File: src/rtl/serial_ripple_subtractor_pkg.sv
// Shared types and helpers for the bit-serial subtractor.
package serial_ripple_subtractor_pkg;

   typedef enum logic [1:0] {
      IDLE = 2'd0,
      RUN  = 2'd1,
      DONE = 2'd2
   } state_e;

   // Bit counter width: clog2(width), never below one bit.
   function automatic int unsigned cnt_width(input int unsigned width);
      return (width < 2) ? 1 : $clog2(width);
   endfunction

endpackage

File: src/rtl/serial_ripple_subtractor_full_subtractor.sv
// One-bit full subtractor: d = x - y - bi, with borrow-out bo.
module serial_ripple_subtractor_full_subtractor (
   input  logic x,
   input  logic y,
   input  logic bi,
   output logic d,
   output logic bo
);

   assign d  = x ^ y ^ bi;
   assign bo = (~x & y) | (~(x ^ y) & bi);

endmodule

File: src/rtl/serial_ripple_subtractor.sv
// Bit-serial subtractor: diff = a - b - bin, LSB first, one bit per clock,
// behind a start/ready/done handshake.
module serial_ripple_subtractor
   import serial_ripple_subtractor_pkg::*;
#(
   parameter int unsigned WIDTH = 4
) (
   input  logic             clk,
   input  logic             rst,
   input  logic             start,
   input  logic [WIDTH-1:0] a,
   input  logic [WIDTH-1:0] b,
   input  logic             bin,
   output logic             ready,
   output logic             busy,
   output logic             done,
   output logic [WIDTH-1:0] diff,
   output logic             bout,
   output logic             ovf
);

   localparam int unsigned CNT_W = cnt_width(WIDTH);

   state_e             state;
   state_e             state_nxt;
   logic [WIDTH-1:0]   a_sh;
   logic [WIDTH-1:0]   b_sh;
   logic [WIDTH-1:0]   diff_sh;
   logic               borrow;
   logic [CNT_W-1:0]   cnt;
   logic               last_c;
   logic               d_c;
   logic               bo_c;

   serial_ripple_subtractor_full_subtractor u_full_subtractor (
      .x  (a_sh[0]),
      .y  (b_sh[0]),
      .bi (borrow),
      .d  (d_c),
      .bo (bo_c)
   );

   // Next-state logic
   always_comb begin
      state_nxt = state;
      last_c    = 1'b0;
      case (state)
         IDLE: begin
            if (start) state_nxt = RUN;
         end
         RUN: begin
            last_c = (cnt == CNT_W'(WIDTH - 1));
            if (last_c) state_nxt = DONE;
         end
         DONE:    state_nxt = IDLE;
         default: state_nxt = IDLE;
      endcase
   end

   // State register with handshake flags registered from the next state
   always_ff @(posedge clk) begin
      if (rst) begin
         state <= IDLE;
         ready <= 1'b1;
         busy  <= 1'b0;
         done  <= 1'b0;
      end else begin
         state <= state_nxt;
         ready <= (state_nxt == IDLE);
         busy  <= (state_nxt == RUN);
         done  <= (state_nxt == DONE);
      end
   end

   // Serial datapath; result registers only move on the final bit
   always_ff @(posedge clk) begin
      if (rst) begin
         a_sh    <= '0;
         b_sh    <= '0;
         diff_sh <= '0;
         borrow  <= 1'b0;
         cnt     <= '0;
         diff    <= '0;
         bout    <= 1'b0;
         ovf     <= 1'b0;
      end else begin
         case (state)
            IDLE: begin
               if (start) begin
                  a_sh    <= a;
                  b_sh    <= b;
                  diff_sh <= '0;
                  borrow  <= bin;
                  cnt     <= '0;
               end
            end
            RUN: begin
               a_sh    <= a_sh >> 1;
               b_sh    <= b_sh >> 1;
               diff_sh <= {d_c, diff_sh[WIDTH-1:1]};
               borrow  <= bo_c;
               cnt     <= cnt + CNT_W'(1);
               if (last_c) begin
                  diff <= {d_c, diff_sh[WIDTH-1:1]};
                  bout <= bo_c;
                  // Signed overflow: borrow into MSB differs from borrow out of it
                  ovf  <= borrow ^ bo_c;
               end
            end
            default: ;
         endcase
      end
   end

endmodule

File: config.mk
export PLATFORM = sky130hd
export DESIGN_NAME = serial_ripple_subtractor
export DESIGN_NICKNAME = d
export VERILOG_FILES = /design/src/rtl/serial_ripple_subtractor_pkg.sv /design/src/rtl/serial_ripple_subtractor_full_subtractor.sv /design/src/rtl/serial_ripple_subtractor.sv
export SDC_FILE = /design/constraint.sdc
export NUM_CORES = 1
export LEC_CHECK = 0
export ABC_CLOCK_PERIOD_IN_PS = 1250
export CORE_UTILIZATION = 30
export DETAILED_ROUTE_END_ITERATION = 7
export PLACE_DENSITY_LB_ADDON = 0.2
export SETUP_SLACK_MARGIN = 0.05
export SYNTH_ARGS = -nofsm -noshare
export SYNTH_HDL_FRONTEND = slang
export SYNTH_SLANG_ARGS = --single-unit
File: constraint.sdc
create_clock -name clk -period 1.25 [get_ports clk]
set_input_delay 0.1875 -clock clk [delete_from_list [all_inputs] [get_ports clk]]
set_output_delay 0.1875 -clock clk [all_outputs]
set_load 0.02 [all_outputs]
# After elaboration in Yosys (flattened, before gate mapping)
# Cells that the tools add are included.
# totals
regBits,26
latch_bits,0
ramBits,0
romBits,0
input_bits,12
output_inout_bits,9
word_cells,45
n_memories,0
# op_classes
add_sub_neg,1
n_mul,0
div,0
order_cmp,0
eq_ne,5
shift,0
mux,14
bitwise,8
reduce_logical,5
# ops
cell,count
one-hot mux 4 bit (2 select lines),3
2-to-1 mux 4 bit,3
one-hot mux 2 bit (2 select lines),2
2-to-1 mux 2 bit,3
"== test 2 x 1 -> 1 bit, second input constant",2
"== test 2 bit, second input constant",2
logical NOT 2 bit,2
AND reduction 2 bit,2
bitwise XOR 1 bit,3
"adder 2 x 1 -> 2 bit, second input constant",1
AND 1 bit,2
2-to-1 mux 1 bit,2
"!= test 2 bit, second input constant",1
NOT 1 bit,2
one-hot mux 1 bit (2 select lines),1
nonzero test 2 bit,1
OR 1 bit,1

# Depth between registers and ports, before layout
# depth
word_depth,5
ltp_mapped,5
ltp_nobuf,5

# Modules after synthesis
# A second synthesis with hierarchy kept.
# hier_totals
cells_unflattened,107
hier_area_um2,1024.7
# by_module_without_submodules
module,instances,cells_each,area_per_inst_um2,seq_area_each_um2
serial_ripple_subtractor,1,103,993.5,500.5
serial_ripple_subtractor_full_subtractor,1,4,31.3,0.0

# Worst setup path before layout
# OpenSTA, ideal clock, no wires.
# synth_timing
path_kind,register to register
startpoint,register b_sh[0]
endpoint,register ovf
setup_ps,72
arrival_ps,1145
t_required_ps,1178
path_slack_ps,33
path_stages_with_launch,6
n_path_buf,0
synth_period_minus_slack_ps,1217
path_cell_list,dfxtp_1 -> inv_1 -> fa_1 -> xnor2_1 -> nand2_1 -> a21oi_1
# synth_between
elab_chain_len,5
elab_cells_between_ends,6
cone_classes,6 x bitwise
# synth_lines
element,line_no,text
start: declaration,serial_ripple_subtractor.sv:27,logic [WIDTH-1:0] b_sh;
start signal: assignment,serial_ripple_subtractor.sv:99,b_sh <= b_sh >> 1;
bitwise XOR 1 bit,serial_ripple_subtractor_full_subtractor.sv:11,assign bo = (~x & y) | (~(x ^ y) & bi);
NOT 1 bit,serial_ripple_subtractor_full_subtractor.sv:11,
AND 1 bit,serial_ripple_subtractor_full_subtractor.sv:11,
OR 1 bit (*),serial_ripple_subtractor_full_subtractor.sv:11,
bitwise XOR 1 bit (*),serial_ripple_subtractor.sv:107,ovf <= borrow ^ bo_c;
end signal: assignment,serial_ripple_subtractor.sv:107,
end: declaration,serial_ripple_subtractor.sv:19,output logic ovf
# Mark *: on every way between the ends. The rest lies on a longest branch, timed or not.
# A chain may end at the register's enable or synchronous reset.

# Final worst setup path
# Same ends and word-level chain as after synthesis.

==> run_results.csv <==
group,metric,value,unit
synthesis,synthDistinctLibCells,26,
timing,rsz0062_at_grt,"true",
clock_tree,clk_latency,0.32,ns
synthesis,ys_top_cells_by_area,"dfxtp_1 50%, mux2i_1 6.9%, a211oi_2 5.0%",
critical_path,setup.worst_path.start,"b_sh[0]",
clock_tree,cts_tree,"built",
critical_path,start_kind,"flop",
run,maxCapViolCount,0,
synthesis,synth.most_common_cell,"dfxtp_1",
critical_path,critPathCapture,"ovf",
timing,fin_crit_sh,100.6,%
synthesis,yosysWarnings,0,
grt,grt_pass1_vias,798,
grt,grt_pass1_wl,3450,um
cells_and_area,fin_util,45.04,%
critical_path,cp.arrival,1.51,ns
detailed_routing,ant_nets,0,
detailed_routing,viasPerCell,4.477,
detailed_routing,drt_iter0_markers,33,
timing,max_freq,0.7955,GHz
grt,grt_max_degree,14,
die,io_pins,21,
synthesis,synth_cells,98,
placement,gp_congestion,0.7012,
placement,port-buffer-count,20,
timing,final.setup_skew,0.01133,ns
clock_tree,cts_root_buffer,"clkbuf_4",
die,start_util,32.32,%
critical_path,crit_chain,"inv_2 > fa_2 > xnor2_2 > nand2_1 > a21oi_2",
clock_tree,h-tree-depth,1,
cells_and_area,diodes,0,
status,violations,"negative setup slack",
cells_and_area,drive_gt1_share,34.85,%
clock_tree,clock_path_buffers,2,
synthesis,syn_area,1011,um2
timing,finalHoldViolCount,0,
timing,slew_headroom,79.96,%
critical_path,regToRegStartpoint,"b_sh[0]",
detailed_routing,top_layer,"met4",
synthesis,synthFlopType,"dfxtp_1",
die,core_area,3128,um2
clock_tree,cts_sinks,25,
grt,grt_use_total,13.18,%
synthesis,synth_largest_area_cell,"dfxtp_1",
critical_path,cpPeakStageDelay,0.44,ns
timing,drv_slew,0,
grt,grt_overflow,0,
synthesis,synth_edf_count,0,
critical_path,cp_num_buf_inv,1,
timing,whs,0.4568,ns
detailed_routing,met2_length,992,um
critical_path,reg2regPathDepth,5,
pwr,cellLeakagePower,0.5398,nW
detailed_routing,routedWlPerCell,11.57,um
pwr,ir_drop,362.5,uV
synthesis,synthTopCellsByCount,"25 x dfxtp_1, 12 x nor2_1, 10 x nand2_1",
placement,hpwl,1547,um
cells_and_area,area_growth,39.36,%
hold_path,holdCritPathClass,"input pin to flop",
critical_path,critPathCaptureType,"flop",
clock_tree,numCtsBuffers,3,
critical_path,worstSetupPathType,"flop to flop",
synthesis,synth_nets,112,
synthesis,synth_seq_area_share,49.50,%
die,die-width,60.05,um
timing,worstMarginPinSlew,0.2999,ns
detailed_routing,vias,788,
critical_path,crit_required,1.51,ns
placement,placed_area,1345,um2
synthesis,synth_top_area_share,49.50,%
detailed_routing,wl_met3,58,um
pwr,p_per_area,1063,nW/um2
cells_and_area,nNetsFinal,147,
critical_path,worstReg2RegEnd,"ovf",
cells_and_area,filler_cell_count,310,
detailed_routing,wl,2037,um
critical_path,critPathMaxFanout,3,
die,dieArea,3606,um2
detailed_routing,first_pass_iters,4,
critical_path,cp_slowest_cell,"fa_2",
die,dieHeight,60.05,um
timing,final.setup.worst_slack,-0.007087,ns
timing,fin_tns_setup,-0.008688,ns
synthesis,ys_ff_latch,25,
placement,place_ws,-0.1410,ns
status,status,"complete, but fails checks",
timing,setup_viol,2,
detailed_routing,met1Wirelength,972,um
synthesis,ys_async_sr_fraction,0,%
cells_and_area,fin_area,1409,um2
timing,finalCriticalPeriod,1.257,ns
critical_path,cp_top_family,"adder cells",
clock_tree,path_clk_slew,0.14,ns
critical_path,cp_num_cells,5,
detailed_routing,drc,0,
synthesis,avgSynthCellArea,10.32,um2
critical_path,ff2ff_setup_slack,-0.007,ns
die,num_rows,20,
grt,antenna_found_initial,0,
-- metal layers --
| layer | global-route usage [%] | up-vias |
|---|---|---|
| met5 | 0 | - |
| met4 | 4.983 | 0 |
| met3 | 3.247 | 2 |
| met2 | 22.06 | 9 |
| met1 | 16.22 | 367 |
| li1 | - | 410 |
-- worst reg2reg max path, cell delays in order (launching register included) --
cell,delay (ns)
dfxtp_2,0.36
inv_2,0.04
fa_2,0.44
xnor2_2,0.15
nand2_1,0.08
a21oi_2,0.12
-- registers in the layout (all words and copies together), names as in the netlist, 2 cells and up --
name / flops
state: 2
b_sh: 4
a_sh: 4
diff: 4
cnt: 2
diff_sh: 3
-- per-stage QoR --
| stage | total power [mW] | instances |
|---|---|---|
| 6_report | 1.497 | 176 |
| 3_5_place_dp | 1.132 | 171 |
| 4_1_cts | 1.505 | 175 |
| 2_1_floorplan | 1.022 | 98 |
| 3_3_place_gp | 1.126 | 171 |
| 5_1_grt | 1.579 | 176 |
-- cells by family (layout without fill, tap and decap cells) --
group / count (synthesis) / count (layout) / share of synthesized area (%)
adder cells (fa/ha/maj): 2 / 2 / 3.218
buffers and inverters: 7 / 41 / 4.827
AO/OA/AOI/OAI: 23 / 23 / 18.94
multiplexers: 7 / 7 / 6.931
AND/OR/NAND/NOR: 33 / 33 / 15.72
XOR/XNOR: 1 / 1 / 0.8665
flip-flops: 25 / 25 / 49.50
-- final cells by class --
| class | instances | area [um2] | share of cell area [%] |
|---|---|---|---|
| Clock buffer | 4 | 26.28 | 1.865 |
| Multi-Input combinational cell | 66 | 496.7 | 35.26 |
| Inverter | 2 | 7.507 | 0.5329 |
| Timing Repair Buffer | 35 | 315.3 | 22.38 |
| Tap cell | 44 | 55.05 | 3.908 |
| Sequential cell | 25 | 508.0 | 36.06 |
-- worst min-delay path by stage --
| stage | slack [ns] | startpoint | endpoint | cells after the start |
|---|---|---|---|---|
| 2_1_floorplan | 0.26 | rst | borrow | 1 |
| 3_3_place_gp | 0.44 | ovf | ovf | 2 |
| 3_5_place_dp | 0.44 | ovf | ovf | 2 |
| 4_1_cts | 0.45 | rst | done | 2 |
| 5_1_grt | 0.45 | rst | done | 2 |
| 6_report | 0.46 | rst | done | 2 |
-- timing repair --
item | CTS | global route
endpoints found under the setup margin | 21 | 16
pin swaps | 7 | 4
gates resized for setup | 18 | 16
hold buffers | 0 | 0
buffers inserted | 0 | 1
-- cell usage in the layout (no fill, tap or decap), types with 2 or more instances in the layout --
master,instances
mux2i_1,7
a21oi_1,6
inv_2,2
nand2_1,10
a22oi_1,5
a211oi_2,4
nor2_1,12
clkbuf_4,3
clkbuf_2,2
nor2_2,5
buf_4,14
dfxtp_2,6
clkdlybuf4s15_1,5
clkdlybuf4s50_1,11
a211oi_1,3
dfxtp_1,19
-- power by group --
part | switching, mW | internal (mW)
Sequential | 0.0285 | 0.837
Combinational | 0.119 | 0.150
Clock | 0.238 | 0.125
No activity file was read; power rests on OpenSTA's default activity.
